[src/rtl/bmem_line_bridge_if.sv]
// Bus bundle for bmem_line_bridge: upstream cacheline port (ufp_*) and downstream bmem burst port.
// The slave modport is the bridge's view; master is the environment's (arbiter + memory) view.
interface bmem_line_bridge_if #(
   parameter int unsigned ADDR_W = 32,
   parameter int unsigned BEATS  = 4
);
   logic [ADDR_W-1:0]   ufp_addr;
   logic                ufp_read;
   logic                ufp_write;
   logic [64*BEATS-1:0] ufp_wdata;
   logic [64*BEATS-1:0] ufp_rdata;
   logic                ufp_resp;

   logic [ADDR_W-1:0]   bmem_addr;
   logic                bmem_read;
   logic                bmem_write;
   logic [63:0]         bmem_wdata;
   logic                bmem_ready;
   logic [ADDR_W-1:0]   bmem_raddr;
   logic [63:0]         bmem_rdata;
   logic                bmem_rvalid;

   modport slave (
      input  ufp_addr, ufp_read, ufp_write, ufp_wdata,
      output ufp_rdata, ufp_resp,
      output bmem_addr, bmem_read, bmem_write, bmem_wdata,
      input  bmem_ready, bmem_raddr, bmem_rdata, bmem_rvalid
   );

   modport master (
      output ufp_addr, ufp_read, ufp_write, ufp_wdata,
      input  ufp_rdata, ufp_resp,
      input  bmem_addr, bmem_read, bmem_write, bmem_wdata,
      output bmem_ready, bmem_raddr, bmem_rdata, bmem_rvalid
   );
endinterface

[src/rtl/bmem_line_bridge.sv]
// Converts one blocking cacheline request into 64-bit bmem bursts with stale-beat filtering.
// Define BMEM_LINE_PREFETCH_EN to add a one-entry next-line prefetch buffer.
module bmem_line_bridge #(
   parameter int unsigned ADDR_W     = 32,
   parameter int unsigned LINE_BYTES = 32,
   parameter int unsigned BEATS      = 4
) (
   input logic             clk,
   input logic             rst,
   bmem_line_bridge_if.slave bus
);
   localparam int unsigned LineW = 64 * BEATS;
   localparam int unsigned CntW  = $clog2(BEATS);
   localparam logic [ADDR_W-1:0] LineMask = ~ADDR_W'(LINE_BYTES - 1);
   localparam logic [CntW-1:0]   LastBeat = CntW'(BEATS - 1);

   typedef enum logic [2:0] {StIdle, StRdReq, StRdWait, StWrBeat, StResp} state_e;

   state_e            state_q, state_d;
   logic [ADDR_W-1:0] line_q, line_d;
   logic [LineW-1:0]  wdata_q, wdata_d;
   logic [LineW-1:0]  rdata_q, rdata_d;
   logic [CntW-1:0]   cnt_q, cnt_d;

   logic [ADDR_W-1:0] req_line;
   logic [ADDR_W-1:0] next_line;
   logic              beat_hit;
   logic              dem_capture;

   logic              bmem_read, bmem_write, ufp_resp;
   logic [ADDR_W-1:0] bmem_addr;
   logic [63:0]       bmem_wdata;

   assign req_line  = bus.ufp_addr & LineMask;
   assign next_line = line_q + ADDR_W'(LINE_BYTES);
   assign beat_hit  = bus.bmem_rvalid && (bus.bmem_raddr == line_q);

`ifdef BMEM_LINE_PREFETCH_EN
   logic [ADDR_W-1:0] pf_addr_q, pf_addr_d;
   logic [LineW-1:0]  pf_data_q, pf_data_d;
   logic              pf_valid_q, pf_valid_d;
   logic              pf_pend_q, pf_pend_d;
   logic [CntW-1:0]   pf_cnt_q, pf_cnt_d;
   logic              dem_issued_q, dem_issued_d;
   logic              hit_wait_q, hit_wait_d;

   // Demand beats may already arrive while the follow-up prefetch request is still pending.
   assign dem_capture = beat_hit && !hit_wait_q &&
                        ((state_q == StRdWait) || ((state_q == StRdReq) && dem_issued_q));
`else
   assign dem_capture = beat_hit && (state_q == StRdWait);
`endif

   always_comb begin
      state_d    = state_q;
      line_d     = line_q;
      wdata_d    = wdata_q;
      rdata_d    = rdata_q;
      cnt_d      = cnt_q;
      bmem_read  = 1'b0;
      bmem_write = 1'b0;
      bmem_addr  = '0;
      bmem_wdata = '0;
      ufp_resp   = 1'b0;
`ifdef BMEM_LINE_PREFETCH_EN
      pf_addr_d    = pf_addr_q;
      pf_data_d    = pf_data_q;
      pf_valid_d   = pf_valid_q;
      pf_pend_d    = pf_pend_q;
      pf_cnt_d     = pf_cnt_q;
      dem_issued_d = dem_issued_q;
      hit_wait_d   = hit_wait_q;

      if (pf_pend_q && bus.bmem_rvalid && (bus.bmem_raddr == pf_addr_q)) begin
         pf_data_d[64*pf_cnt_q +: 64] = bus.bmem_rdata;
         pf_cnt_d = pf_cnt_q + 1'b1;
         if (pf_cnt_q == LastBeat) begin
            pf_pend_d  = 1'b0;
            pf_valid_d = 1'b1;
         end
      end
`endif

      if (dem_capture) begin
         rdata_d[64*cnt_q +: 64] = bus.bmem_rdata;
         cnt_d = cnt_q + 1'b1;
         if (cnt_q == LastBeat) state_d = StResp;
      end

      unique case (state_q)
         StIdle: begin
            if (bus.ufp_read) begin
`ifdef BMEM_LINE_PREFETCH_EN
               if (pf_valid_q && (pf_addr_q == req_line)) begin
                  rdata_d = pf_data_q;
                  state_d = StResp;
               end else if (pf_pend_q && (pf_addr_q == req_line)) begin
                  line_d     = req_line;
                  hit_wait_d = 1'b1;
                  state_d    = StRdWait;
               end else if (!pf_pend_q) begin
                  line_d       = req_line;
                  dem_issued_d = 1'b0;
                  hit_wait_d   = 1'b0;
                  state_d      = StRdReq;
               end
`else
               line_d  = req_line;
               state_d = StRdReq;
`endif
            end else if (bus.ufp_write) begin
               line_d  = req_line;
               wdata_d = bus.ufp_wdata;
               cnt_d   = '0;
               state_d = StWrBeat;
`ifdef BMEM_LINE_PREFETCH_EN
               if (pf_addr_q == req_line) begin
                  pf_valid_d = 1'b0;
                  pf_pend_d  = 1'b0;
               end
`endif
            end
         end
         StRdReq: begin
            bmem_read = 1'b1;
`ifdef BMEM_LINE_PREFETCH_EN
            if (!dem_issued_q) begin
               bmem_addr = line_q;
               if (bus.bmem_ready) begin
                  cnt_d        = '0;
                  dem_issued_d = 1'b1;
                  if ((pf_addr_q == next_line) && (pf_valid_q || pf_pend_q)) state_d = StRdWait;
               end
            end else begin
               bmem_addr = next_line;
               // If the demand line already completed, the prefetch is simply abandoned.
               if (bus.bmem_ready && (state_d == StRdReq)) begin
                  pf_addr_d  = next_line;
                  pf_pend_d  = 1'b1;
                  pf_valid_d = 1'b0;
                  pf_cnt_d   = '0;
                  state_d    = StRdWait;
               end
            end
`else
            bmem_addr = line_q;
            if (bus.bmem_ready) begin
               cnt_d   = '0;
               state_d = StRdWait;
            end
`endif
         end
         StRdWait: begin
`ifdef BMEM_LINE_PREFETCH_EN
            if (hit_wait_q && pf_valid_q && (pf_addr_q == line_q)) begin
               rdata_d = pf_data_q;
               state_d = StResp;
            end
`endif
         end
         StWrBeat: begin
            bmem_write = 1'b1;
            bmem_addr  = line_q;
            bmem_wdata = wdata_q[64*cnt_q +: 64];
            if (bus.bmem_ready) begin
               cnt_d = cnt_q + 1'b1;
               if (cnt_q == LastBeat) state_d = StResp;
            end
         end
         StResp: begin
            ufp_resp = 1'b1;
            state_d  = StIdle;
         end
         default: state_d = StIdle;
      endcase
   end

   always_ff @(posedge clk or negedge rst) begin
      if (!rst) begin
         state_q <= StIdle;
         line_q  <= '0;
         wdata_q <= '0;
         rdata_q <= '0;
         cnt_q   <= '0;
      end else begin
         state_q <= state_d;
         line_q  <= line_d;
         wdata_q <= wdata_d;
         rdata_q <= rdata_d;
         cnt_q   <= cnt_d;
      end
   end

`ifdef BMEM_LINE_PREFETCH_EN
   always_ff @(posedge clk or negedge rst) begin
      if (!rst) begin
         pf_addr_q    <= '0;
         pf_data_q    <= '0;
         pf_valid_q   <= 1'b0;
         pf_pend_q    <= 1'b0;
         pf_cnt_q     <= '0;
         dem_issued_q <= 1'b0;
         hit_wait_q   <= 1'b0;
      end else begin
         pf_addr_q    <= pf_addr_d;
         pf_data_q    <= pf_data_d;
         pf_valid_q   <= pf_valid_d;
         pf_pend_q    <= pf_pend_d;
         pf_cnt_q     <= pf_cnt_d;
         dem_issued_q <= dem_issued_d;
         hit_wait_q   <= hit_wait_d;
      end
   end
`endif

   assign bus.bmem_read  = bmem_read;
   assign bus.bmem_write = bmem_write;
   assign bus.bmem_addr  = bmem_addr;
   assign bus.bmem_wdata = bmem_wdata;
   assign bus.ufp_resp   = ufp_resp;
   assign bus.ufp_rdata  = rdata_q;
endmodule

[src/flat_wrapper.sv]
// flat-port wrapper written by rule: the top's interface ports become plain ports
module bmem_line_bridge_flat 
#(
   parameter int unsigned ADDR_W     = 32,
   parameter int unsigned LINE_BYTES = 32,
   parameter int unsigned BEATS      = 4
)
  (clk, rst, bus_ufp_addr, bus_ufp_read, bus_ufp_write, bus_ufp_wdata, bus_ufp_rdata, bus_ufp_resp, bus_bmem_addr, bus_bmem_read, bus_bmem_write, bus_bmem_wdata, bus_bmem_ready, bus_bmem_raddr, bus_bmem_rdata, bus_bmem_rvalid);
  bmem_line_bridge_if #(.ADDR_W(ADDR_W), .BEATS(BEATS)) bus_i ();
  input logic clk;
  input logic rst;
  input wire logic [$bits(bus_i.ufp_addr)-1:0] bus_ufp_addr;
  input wire logic [$bits(bus_i.ufp_read)-1:0] bus_ufp_read;
  input wire logic [$bits(bus_i.ufp_write)-1:0] bus_ufp_write;
  input wire logic [$bits(bus_i.ufp_wdata)-1:0] bus_ufp_wdata;
  output wire logic [$bits(bus_i.ufp_rdata)-1:0] bus_ufp_rdata;
  output wire logic [$bits(bus_i.ufp_resp)-1:0] bus_ufp_resp;
  output wire logic [$bits(bus_i.bmem_addr)-1:0] bus_bmem_addr;
  output wire logic [$bits(bus_i.bmem_read)-1:0] bus_bmem_read;
  output wire logic [$bits(bus_i.bmem_write)-1:0] bus_bmem_write;
  output wire logic [$bits(bus_i.bmem_wdata)-1:0] bus_bmem_wdata;
  input wire logic [$bits(bus_i.bmem_ready)-1:0] bus_bmem_ready;
  input wire logic [$bits(bus_i.bmem_raddr)-1:0] bus_bmem_raddr;
  input wire logic [$bits(bus_i.bmem_rdata)-1:0] bus_bmem_rdata;
  input wire logic [$bits(bus_i.bmem_rvalid)-1:0] bus_bmem_rvalid;
  assign bus_i.ufp_addr = bus_ufp_addr;
  assign bus_i.ufp_read = bus_ufp_read;
  assign bus_i.ufp_write = bus_ufp_write;
  assign bus_i.ufp_wdata = bus_ufp_wdata;
  assign bus_ufp_rdata = bus_i.ufp_rdata;
  assign bus_ufp_resp = bus_i.ufp_resp;
  assign bus_bmem_addr = bus_i.bmem_addr;
  assign bus_bmem_read = bus_i.bmem_read;
  assign bus_bmem_write = bus_i.bmem_write;
  assign bus_bmem_wdata = bus_i.bmem_wdata;
  assign bus_i.bmem_ready = bus_bmem_ready;
  assign bus_i.bmem_raddr = bus_bmem_raddr;
  assign bus_i.bmem_rdata = bus_bmem_rdata;
  assign bus_i.bmem_rvalid = bus_bmem_rvalid;
  bmem_line_bridge #(.ADDR_W(ADDR_W), .LINE_BYTES(LINE_BYTES), .BEATS(BEATS)) u_core (.clk(clk), .rst(rst), .bus(bus_i));
endmodule
[config.mk]
export PLATFORM = sky130hd
export DESIGN_NAME = bmem_line_bridge_flat
export DESIGN_NICKNAME = d
export VERILOG_FILES = /design/src/rtl/bmem_line_bridge_if.sv /design/src/rtl/bmem_line_bridge.sv /design/src/flat_wrapper.sv
export SDC_FILE = /design/constraint.sdc
export NUM_CORES = 1
export LEC_CHECK = 0
export BUFFER_PORTS_ARGS = -buffer_cell sky130_fd_sc_hd__buf_2
export CAP_MARGIN = 20
export CORE_AREA = 2 2 294 296
export CTS_CLUSTER_SIZE = 16
export DETAILED_ROUTE_END_ITERATION = 10
export DIE_AREA = 0 0 296 298
export PLACE_DENSITY = 0.49
export RECOVER_POWER = 25
export SYNTH_ARGS = -nofsm -noshare
export SYNTH_HDL_FRONTEND = slang
export SYNTH_SLANG_ARGS = --single-unit
[constraint.sdc]
create_clock -name clk -period 2.4 [get_ports clk]
set_input_delay 0.12 -clock clk [delete_from_list [all_inputs] [get_ports clk]]
set_output_delay 0.12 -clock clk [all_outputs]
set_load 0.01 [all_outputs]
==> results.py <==
metrics = {
    "run_status": {
        "status": "complete, but fails checks",
        "violations": "capacitance limit, slew limit, setup timing",
    },
    "die": {
        "core_region_area_sq_um": 84880,
        "dieHeight_microns": 298,
        "die_w_microns": 296,
        "ios": 745,
        "die-area_sq_um": 88210,
        "rows": 107,
        "start_util_pct": 29.07,
    },
    "global_routing": {
        "grt_pass1_vias": 20439,
        "grt_max_degree": 98,
        "gr-usage-met1_pct": 22.57,
        "grt_pass1_wl_microns": 127200,
        "use_met2_pct": 33.38,
        "grt_overflow_total": 0,
        "grtUsageMet3_pct": 5.371,
        "grt_busiest_layer": "met2",
        "antenna_found_initial": 13,
        "grt_usage_pct": 19.05,
    },
    "finish": {
        "nets": 3462,
        "fillCellCount": 8092,
        "drive_gt1_share_pct": 42.33,
        "final_util_pct": 42.89,
        "fin_cells": 4266,
        "area_delta_synth_final_pct": 47.55,
    },
    "cts": {
        "cts_buffers": 66,
        "clock-root-buffer": "clkbuf_16",
        "cts_tree": "built",
        "clk_pin_slew_worst_paths_ns": 0.06,
        "insertion_delay_ns": 0.61,
        "htree_levels": 3,
        "cts_sinks": 544,
        "cts_buffer_depth": 3,
    },
    "routing": {
        "vias_per_cell": 4.421,
        "vias": 18861,
        "dr.pass1.iters": 5,
        "postRouteAntennaNets": 0,
        "first_iter_violations": 774,
        "routed_wl_microns": 85830,
        "wire_per_inst_microns": 20.12,
        "drc": 0,
    },
    "synthesis": {
        "synth_top_cell_by_area": "dfrtp_1",
        "synth-seq-cells": 544,
        "yosysSeqAreaShare_pct": 55.17,
        "netlist_area_sq_um": 24670,
        "synth_top_cell_area_share_pct": 55.17,
        "synth_area_leaders": "dfrtp_1 55%, mux2_2 13%, mux2i_1 10%",
        "syn_avg_cell_area_sq_um": 12.61,
        "yosysWarnings": 0,
        "synth_cell_types": 37,
        "netlist_instances": 1956,
    },
    "job": {
        "maxCapViolations": 1,
    },
    "setup_path": {
        "cp_common_cell": "buf_12",
        "cp.arrival_ns": 2.32,
        "start_kind": "flop",
        "required_ns": 2.28,
        "worstSetupPathType": "reg -> out",
        "critPathTopFamily": "buffers and inverters",
        "rr_worst_depth": 7,
        "path_depth": 6,
        "r2r_start": "u_core.line_q[24]",
        "r2r_slack_ns": 0.10,
        "startpoint": "u_core.cnt_q[0]",
        "cp_max_fo": 5,
        "crit_chain": "buf_12 -> buf_12 -> buf_16 -> mux4_2 -> and3_4 -> buf_6",
        "cp_slowest_stage_delay_ns": 0.51,
        "path_buf_inv": 4,
        "r2r-end": "u_core.state_q[1]",
        "cp_slowest_cell": "dfrtp_4",
        "endpoint_kind": "output port",
        "endpoint": "bus_bmem_wdata[35]",
    },
    "worst_hold_path": {
        "hp-class": "in -> reg",
    },
    "timing": {
        "slew_viol_final": 62,
        "whs_ns": 0.1625,
        "worst_pin_slew_ns": 2.134,
        "setup_ws_ns": -0.04454,
        "setup_viol": 43,
        "maxSlewHeadroom_pct": -42.27,
        "fin_crit_sh_pct": 101.9,
        "finalHoldViolCount": 0,
        "max_freq_mhz": 409.1,
        "worst_clock_skew_ns": 0.03570,
        "rsz0062_at_grt": "yes",
        "min_period_ns": 2.445,
    },
    "power": {
        "seqPwrFrac_pct": 44.9,
        "p_clk_share_pct": 49.4,
        "p_sw_share_pct": 23.38,
        "power.internal_mw": 15.67,
        "switchingPower_mw": 4.780,
        "combPwrFrac_pct": 5.7,
        "p_leak_nw": 20.04,
        "power_density_nw_per_um2": 561.7,
        "ir_worst_vdd_mv": 0.4535,
    },
    "placed_design": {
        "dpl.hpwl_microns": 59050,
        "dp_cells": 3770,
        "portBuffers": 734,
        "gp_congestion": 0.8352,
    },
}
## cell usage in the layout (no fill, tap or decap), drive strengths merged, types with 2 or more instances in the layout
master,Yosys,routed
o22ai,2,2
mux2i,256,256
mux4,64,64
mux2,283,283
nor4,2,2
ha,6,6
clkbuf,51,105
inv,261,268
nor2,2,2
dfrtp,544,544
conb,1,5
dlygate4sd3,0,350
nor2b,2,2
and2,29,29
o21ai,2,2
and3,65,65
bufinv,0,2
diode,0,6
nand2,258,258
nand4,11,11
buf,70,798
clkinv,0,14
nor3,5,5
nand3b,2,2
nor3b,2,2
nand3,3,3
xnor2,27,27
## power by group through the flow
stage                     Clock, mW  Sequential [mW]  Combinational [mW]
after global placement            0             9.34               0.705
after CTS                      10.4             9.17                1.20
after global routing           10.8             9.17                1.28
after detailed placement          0             9.34               0.717
final                          10.1             9.17                1.17
after floorplan                   0             9.34              0.0678
## registers in the layout, summed over array words and instances (netlist names)
signal                cells
u_core.cnt_q              2
u_core.wdata_q          256
u_core.state_q            3
u_core.line_q            27
u_core.bus.ufp_rdata    256
## cells in the mapped netlist (all sizes together)
cell	n
nand2b	1
nor4	2
xnor2	27
o21a	1
nand4b	1
nor3	5
o21ai	2
mux4	64
mux2	283
nor3b	2
a21o	1
and2	29
or4	1
o22ai	2
a21oi	1
inv	261
conb	1
nor2	2
clkbuf	51
o2bb2a	1
ha	6
mux2i	256
nand3	3
nand4	11
a31oi	1
nor2b	2
nand2	258
buf	70
dfrtp	544
and3	65
nand3b	2
## final cells by class
type,instances,area (sq um),share of cell area (%)
Sequential cell,544,13620,37.42
Inverter,261,979.7,2.691
Antenna cell,6,15.01,0.04124
Clock buffer,94,1897,5.210
Multi-Input combinational cell,1034,9653,26.52
Tap cell,1144,1431,3.932
Clock inverter,24,307.8,0.8455
Timing Repair Buffer,1159,8499,23.35
## worst reg2reg max path: stages (launching register included)
cell,delay [ns]
dfrtp_1,0.44
xnor2_1,0.20
nand4_1,0.21
nor4_4,0.31
buf_4,0.19
nand3_1,0.09
a21o_1,0.19
dlygate4sd3_1,0.56
## cell families (layout without fill, tap and decap cells)
group	after synthesis	in the layout	share of synthesized area [%]
compound gates	9	9	0.2384
simple gates	384	384	7.302
fa+ha+maj	6	6	0.3043
other cells	1	11	0.01520
flops	544	544	55.17
buf+inv	382	1538	6.866
xor+xnor	27	27	0.9584
mux	603	603	29.14
## worst min path at each step
stage / startpoint / endpoint / slack [ns] / depth (start not counted)
5_1_grt: bus_bmem_raddr[4] / u_core.cnt_q[1] / 0.18 / 6
6_report: bus_bmem_raddr[4] / u_core.cnt_q[1] / 0.16 / 6
3_3_place_gp: rst / u_core.bus.ufp_rdata[53] / 0.17 / 1
2_1_floorplan: rst / u_core.bus.ufp_rdata[0] / -0.18 / 0
3_5_place_dp: rst / u_core.bus.ufp_rdata[51] / 0.17 / 1
4_1_cts: bus_bmem_raddr[4] / u_core.cnt_q[1] / 0.08 / 6
## repair_timing
| item | in CTS | in global routing |
|---|---|---|
| cloned | 5 | 3 |
| hold buffers | 350 | 0 |
| endpoints found under the setup margin | 64 | 65 |
| gates resized for setup | 56 | 57 |
| buffers inserted | 9 | 6 |
| pin swaps | 0 | 1 |
| hold endpoints to repair | 595 | 0 |
## routing by layer
layer  wire (microns)  vias up
li1                 -     8711
met5               99        -
met2            43370      585
met1            34200     9417
met4             2032       14
met3             6124      134
## through the flow
step	setup WS [ns]	TNS [ns]	area, sq um	power, mW
final	-0.04454	-0.9355	36400	20.45
after detailed placement	0.1614	0	29850	10.06
after global routing	-0.1340	-13.61	36400	21.28
after CTS	-0.1262	-3.997	36020	20.81
after floorplan	0.1127	0	24690	9.410
after global placement	0.1888	0	29850	10.04
Power figures use the tool's default switching activity.
